[src/rtl/hash_table_pkg.sv]
// rtl/hash_table_pkg.sv - shared types and widths for the hash table head-write path
//
// Contents:
//   BUCKET_WIDTH, HEAD_PTR_WIDTH : head table address / pointer widths
//   hws_state_e                  : head write scheduler FSM states
//   wr_req_t                     : one head table write request {addr, ptr, ptr_val}
package hash_table;

  localparam int BUCKET_WIDTH   = 10;
  localparam int HEAD_PTR_WIDTH = 12;

  typedef enum logic [1:0] {
    IDLE     = 2'd0,
    CLR_RUN  = 2'd1,
    CLR_WAIT = 2'd2
  } hws_state_e;

  typedef struct packed {
    logic [BUCKET_WIDTH-1:0]   addr;
    logic [HEAD_PTR_WIDTH-1:0] ptr;
    logic                      ptr_val;
  } wr_req_t;

endpackage

[src/rtl/head_wr_rr_arb.sv]
// rtl/head_wr_rr_arb.sv - two-input round-robin / fixed-priority grant with last-grant register
//
// Parameters:
//   FIXED_PRIO : 0 = round-robin, 1 = requester 0 always wins
// Ports:
//   clk_i, rst_i     : clock, asynchronous active-high reset
//   en               : arbitration allowed this cycle (scheduler idle, no clear)
//   valid0, valid1   : requester valids
//   ready0, ready1   : combinational grants (at most one high)
module head_wr_rr_arb #(
  parameter int FIXED_PRIO = 0
) (
  input  logic clk_i,
  input  logic rst_i,
  input  logic en,
  input  logic valid0,
  input  logic valid1,
  output logic ready0,
  output logic ready1
);

  // 1 = requester 1 was granted last; resets to 1 so requester 0 wins first.
  logic last_grant;
  logic winner1;

  assign winner1 = (FIXED_PRIO == 0) && !last_grant;
  assign ready0  = en && valid0 && (!valid1 || !winner1);
  assign ready1  = en && valid1 && (!valid0 ||  winner1);

  always_ff @(posedge clk_i or posedge rst_i) begin
    if (rst_i) begin
      last_grant <= 1'b1;
    end else if (ready0) begin
      last_grant <= 1'b0;
    end else if (ready1) begin
      last_grant <= 1'b1;
    end
  end

endmodule

[src/rtl/head_wr_sched.sv]
// rtl/head_wr_sched.sv - head table write scheduler: insert/delete arbitration and table clear sequencing
//
// Optional feature macro: HEAD_WR_SCHED_STATS_EN (adds saturating statistics counters)
// Parameters:
//   FIXED_PRIO : 0 = round-robin, 1 = req0 (insert) always wins
//   CNT_WIDTH  : statistics counter width
// Ports:
//   clk_i, rst_i                          : clock, asynchronous active-high reset
//   reqN_valid_i/ready_o/addr_i/ptr_i/ptr_val_i : write requests, N=0 insert, N=1 delete
//   wr_en_o, wr_addr_o, wr_data_ptr_o, wr_data_ptr_val_o : registered head table write port
//   clear_req_i, clear_busy_o, clear_done_o : clear request / busy / one-cycle done
//   clear_ram_run_o, clear_ram_done_i     : head table clear handshake
//   lookup_block_o                        : blocks new lookups while clearing
//   wr_cnt0_o, wr_cnt1_o, clear_cnt_o     : statistics (macro builds only)
module head_wr_sched
  import hash_table::*;
#(
  parameter int FIXED_PRIO = 0,
  parameter int CNT_WIDTH  = 16
) (
  input  logic                      clk_i,
  input  logic                      rst_i,
  input  logic                      req0_valid_i,
  output logic                      req0_ready_o,
  input  logic [BUCKET_WIDTH-1:0]   req0_addr_i,
  input  logic [HEAD_PTR_WIDTH-1:0] req0_ptr_i,
  input  logic                      req0_ptr_val_i,
  input  logic                      req1_valid_i,
  output logic                      req1_ready_o,
  input  logic [BUCKET_WIDTH-1:0]   req1_addr_i,
  input  logic [HEAD_PTR_WIDTH-1:0] req1_ptr_i,
  input  logic                      req1_ptr_val_i,
  output logic                      wr_en_o,
  output logic [BUCKET_WIDTH-1:0]   wr_addr_o,
  output logic [HEAD_PTR_WIDTH-1:0] wr_data_ptr_o,
  output logic                      wr_data_ptr_val_o,
  input  logic                      clear_req_i,
  output logic                      clear_busy_o,
  output logic                      clear_done_o,
  output logic                      clear_ram_run_o,
  input  logic                      clear_ram_done_i,
  output logic                      lookup_block_o
`ifdef HEAD_WR_SCHED_STATS_EN
  ,
  output logic [CNT_WIDTH-1:0]      wr_cnt0_o,
  output logic [CNT_WIDTH-1:0]      wr_cnt1_o,
  output logic [CNT_WIDTH-1:0]      clear_cnt_o
`endif
);

  hws_state_e state;
  wr_req_t    req0, req1, wr_q;
  logic       arb_en;

  assign req0 = '{addr: req0_addr_i, ptr: req0_ptr_i, ptr_val: req0_ptr_val_i};
  assign req1 = '{addr: req1_addr_i, ptr: req1_ptr_i, ptr_val: req1_ptr_val_i};

  // A clear request wins over any requester in the same cycle; readies also stay
  // low while reset is held so nothing looks accepted during reset.
  assign arb_en = (state == IDLE) && !clear_req_i && !rst_i;

  head_wr_rr_arb #(
    .FIXED_PRIO(FIXED_PRIO)
  ) u_arb (
    .clk_i  (clk_i),
    .rst_i  (rst_i),
    .en     (arb_en),
    .valid0 (req0_valid_i),
    .valid1 (req1_valid_i),
    .ready0 (req0_ready_o),
    .ready1 (req1_ready_o)
  );

  always_ff @(posedge clk_i or posedge rst_i) begin
    if (rst_i) begin
      state           <= IDLE;
      wr_en_o         <= 1'b0;
      wr_q            <= '0;
      clear_ram_run_o <= 1'b0;
      clear_busy_o    <= 1'b0;
      clear_done_o    <= 1'b0;
      lookup_block_o  <= 1'b0;
    end else begin
      // Write data holds its last value when nothing is accepted.
      wr_en_o <= req0_ready_o || req1_ready_o;
      if (req0_ready_o) begin
        wr_q <= req0;
      end else if (req1_ready_o) begin
        wr_q <= req1;
      end
      clear_ram_run_o <= 1'b0;
      clear_done_o    <= 1'b0;
      case (state)
        IDLE: begin
          if (clear_req_i) begin
            state           <= CLR_RUN;
            clear_ram_run_o <= 1'b1;
            clear_busy_o    <= 1'b1;
            lookup_block_o  <= 1'b1;
          end
        end
        CLR_RUN: begin
          state <= CLR_WAIT;
        end
        CLR_WAIT: begin
          if (clear_ram_done_i) begin
            state          <= IDLE;
            clear_busy_o   <= 1'b0;
            lookup_block_o <= 1'b0;
            clear_done_o   <= 1'b1;
          end
        end
        default: begin
          state          <= IDLE;
          clear_busy_o   <= 1'b0;
          lookup_block_o <= 1'b0;
        end
      endcase
    end
  end

  assign wr_addr_o         = wr_q.addr;
  assign wr_data_ptr_o     = wr_q.ptr;
  assign wr_data_ptr_val_o = wr_q.ptr_val;

`ifdef HEAD_WR_SCHED_STATS_EN
  always_ff @(posedge clk_i or posedge rst_i) begin
    if (rst_i) begin
      wr_cnt0_o   <= '0;
      wr_cnt1_o   <= '0;
      clear_cnt_o <= '0;
    end else begin
      if (req0_ready_o && (wr_cnt0_o != '1)) wr_cnt0_o <= wr_cnt0_o + 1'b1;
      if (req1_ready_o && (wr_cnt1_o != '1)) wr_cnt1_o <= wr_cnt1_o + 1'b1;
      if ((state == CLR_WAIT) && clear_ram_done_i && (clear_cnt_o != '1)) begin
        clear_cnt_o <= clear_cnt_o + 1'b1;
      end
    end
  end
`endif

endmodule

[config.mk]
export PLATFORM = sky130hd
export DESIGN_NAME = head_wr_sched
export DESIGN_NICKNAME = d
export VERILOG_FILES = /design/src/rtl/hash_table_pkg.sv /design/src/rtl/head_wr_rr_arb.sv /design/src/rtl/head_wr_sched.sv
export SDC_FILE = /design/constraint.sdc
export NUM_CORES = 1
export LEC_CHECK = 0
export ABC_AREA = 0
export CORE_AREA = 2 2 68 63
export DETAILED_ROUTE_END_ITERATION = 8
export DIE_AREA = 0 0 70 65
export GPL_ROUTABILITY_DRIVEN = 0
export PLACE_DENSITY = 0.78
export SETUP_SLACK_MARGIN = 0.05
export SLEW_MARGIN = 20
export SYNTH_ARGS = -nofsm -noshare
export SYNTH_HDL_FRONTEND = slang
export SYNTH_HIERARCHICAL = 1
export SYNTH_SLANG_ARGS = --single-unit
[constraint.sdc]
create_clock -name clk_i -period 2.2 [get_ports clk_i]
set_input_delay 0.33 -clock clk_i [delete_from_list [all_inputs] [get_ports clk_i]]
set_output_delay 0.33 -clock clk_i [all_outputs]
set_load 0.02 [all_outputs]
==> Implementation_results.wiki <==
{| class="wikitable"
! Metric !! Value
|-
| Pwr Density || 1136 mW/mm2
|-
| Final Hold Fails || 0
|-
| Number of nets in the finished design || 266
|-
| Max VDD drop || 493.7 uV
|-
| Via count || ~1,200
|-
| CTS tree || done
|-
| Syn avg cell area || 10.77 um2
|-
| Worst Skew || slightly below 0.002 ns
|-
| Inserted Diodes || 0
|-
| Worst rel slew slack || 0.7226
|-
| Die H || between 60 and 70 um
|-
| Class of the most critical hold timing path || primary input to async pin
|-
| GRT Total Usage || 0.1563
|-
| Worst setup path class || flip-flop to output pin
|-
| Number of design rule violations left after detail routing || 0
|-
| Total power after layout || about 2.7 mW
|-
| Buffer cell driving the clock tree root || clkbuf_8
|-
| Fraction of the yosys area taken by sequential cells || 0.5454
|-
| Clock Pin Slew Worst Setup and Hold Paths || roughly 0.06 ns
|-
| Layout fillers || around 380
|-
| Number of antenna violations at the first check in global routing || 0
|-
| Warning count from the yosys run || 6
|-
| Proportion of netlist area held by the largest area contributor || 0.5263
|-
| Clock period minus worst slack || slightly above 2 ns
|-
| RSZ-0062 raised after global routing || false
|-
| Die Area || approximately 0.0046 mm2
|-
| Area growth from synthesis to layout || 69.69%
|-
| Largest buffer count on any clock path || 2
|-
| Main area contributors after synthesis || dfrtp_1 (53%), mux2i_1 (17%), o21ai_1 (6.9%)
|-
| Die X-Extent || about 70 um
|-
| Number of synthesized register bits || 30
|-
| Net count of the mapped netlist || 180
|-
| Post-synthesis cell type with the largest combined area || dfrtp_1
|-
| Vias per cell || between 4 and 5
|-
| Fin Setup TNS || 0 ns
|-
| Hold buffers post-CTS || 0
|-
| Most common cell after layout, fill and taps aside || clkdlybuf4s50_1
|-
| Run status || complete, no violations
|-
| Post-detailed-placement half-perimeter wirelength || approximately 2500 um
|-
| Site Rows || 22
|-
| Sum of routed wire length over all layers || 3335 um
|-
| Clock latency reported for the late side of the worst-skew pair || 0.28 ns
|-
| Total overflow reported by the global router || 0
|-
| Largest net degree at the start of global routing || 48
|-
| Initial DRT Pass Iterations || 4
|-
| Port bufs || between 80 and 90
|-
| Post-synthesis cell area || roughly 0.0014 mm2
|-
| Period utilization || 0.9293
|-
| Number of failing setup endpoints in the final timing report || 0
|-
| Initial core utilization || 0.3528
|-
| Number of buffers added by the clock tree synthesis step || 5
|-
| Per-cell routed wire length || approximately 13 um
|-
| Vias in the first global route || approximately 1,200
|-
| Remaining number of nets flagged by the antenna check after routing || 0
|-
| Max-cap violations || 0
|-
| Static leakage power || 0.9265 nW
|-
| Worst Setup End Kind || output pin
|-
| Crit path launch type || flip-flop
|-
| Initial DRC Count || 80
|-
| Floorplan core area || between 0.003 and 0.004 mm2
|-
| Data arrival time of the critical path || between 1.5 and 2 ns
|-
| Required time worst endpoint || 1.87 ns
|-
| Layout cell share with drive strength beyond 1 || 0.09302
|-
| CP max FO || 7
|-
| CTS HTree Levels || 2
|-
| Fmax || 489.1 MHz
|-
| Number of unique standard cell types used by synthesis || 22
|-
| Fin. max-slew vios || 0
|-
| CTS sink cnt || 30
|-
| Most used cells in the layout excluding fill and tap cells || clkdlybuf4s50_1 (79), dfrtp_1 (29), nand2_1 (25), mux2i_1 (23), o21ai_1 (19)
|-
| I/O pin total || 82
|-
| Transition at the pin with the smallest max-transition slack || about 0.42 ns
|-
| Global-route wire length before repair || approximately 5500 um
|-
| Synth Instances || between 100 and 150
|}
## sequential cells by signal, summed over array words and instances, names as in the netlist
signal and cells:
lookup_block_o 1, u_arb/last_grant 1, wr_addr_o 10, clear_ram_run_o 1, wr_data_ptr_val_o 1, state 2, clear_done_o 1, wr_en_o 1
wr_data_ptr_o 12
## kinds of logic (layout without fill, tap and decap cells)
logic type	Yosys count	in the layout	share of synthesized area
and+or+nand+nor	32	32	0.09982
muxes	23	23	0.1670
buffers and inverters	14	101	0.07350
DFF	30	30	0.5454
AOI/OAI and AO/OA	29	29	0.1143
## cell type report
cell class                      count  area [um2]  area share
Tap cell                           48       60.06     0.02567
Clock buffer                        7       86.33     0.03690
Sequential cell                    30       752.0      0.3214
Multi-Input combinational cell     84       554.3      0.2369
Inverter                            5       18.77    0.008021
Clock inverter                      1       5.005    0.002139
Timing Repair Buffer               88       863.3      0.3690
## repair_timing
action                                  CTS  global route
hold endpoints to repair                  0             0
endpoints found under the setup margin    2            13
buffers inserted                          0             0
gates resized for setup                   2             3
## path summary, 6_finish.rpt
path	cells past startpoint	slack, ns	to	startpoint
setup reg to reg	7	0.21	wr_data_ptr_o[2]	state[0]
hold reg to reg	1	0.51	clear_ram_run_o	state[1]
max in group asynchronous	4	1.23	wr_data_ptr_o[11]	rst_i
setup / recovery	5	0.16	req1_ready_o	state[0]
min in group clk_i	1	0.51	clear_ram_run_o	state[1]
hold / removal	3	0.41	lookup_block_o	rst_i
## power breakdown
group | internal [mW] | switching, mW
combinational | 0.647 | 0.609
sequential | 0.806 | 0.148
clock | 0.252 | 0.197
total | 1.70 | 0.953
## cell usage after synthesis
| library cell | n |
|---|---|
| a21oi_2 | 1 |
| nand2_1 | 25 |
| o21ai_1 | 19 |
| nor4_1 | 1 |
| nor3b_1 | 2 |
| buf_12 | 2 |
| dfstp_2 | 1 |
| buf_2 | 4 |
| clkbuf_1 | 1 |
| o21ai_0 | 4 |
| mux2i_1 | 23 |
| and3_1 | 1 |
| a21o_1 | 1 |
| nor3_1 | 2 |
| a21oi_1 | 2 |
| buf_6 | 1 |
| o2bb2ai_1 | 1 |
| a22oi_1 | 1 |
| inv_1 | 5 |
| or2_2 | 1 |
| dfrtp_1 | 29 |
| buf_4 | 1 |
## critical path: stages, from the launching register on
cell	delay, ns
dfrtp_1	0.46
nor4_2	0.30
buf_4	0.16
nand2_1	0.09
a21oi_4	0.13
clkdlybuf4s15_1	0.31
## metrics by stage
stage	hold slack (ns)	cell area, um2	setup WS [ns]	util	instances
6_report	0.4070	2340	0.1555	0.5986	263
5_1_grt	0.4401	2340	0.05300	0.5986	263
4_1_cts	0.3833	2331	0.1188	0.5964	263
3_5_place_dp	0.4891	2242	-0.09137	0.5736	255
3_3_place_gp	0.4872	2242	-0.08134	0.5736	255
2_1_floorplan	0.2197	1379	0.1286	-	128
## metal layers
layer | up-vias | GRT usage | wire length [um]
li1 | 609 | - | -
met1 | 559 | 0.1941 | 1422
met2 | 56 | 0.2488 | 1561
met3 | 5 | 0.06376 | 315
met4 | 0 | 0.05048 | 36
met5 | - | 0 | 0
Note: power is estimated with default switching activity, not from simulation.
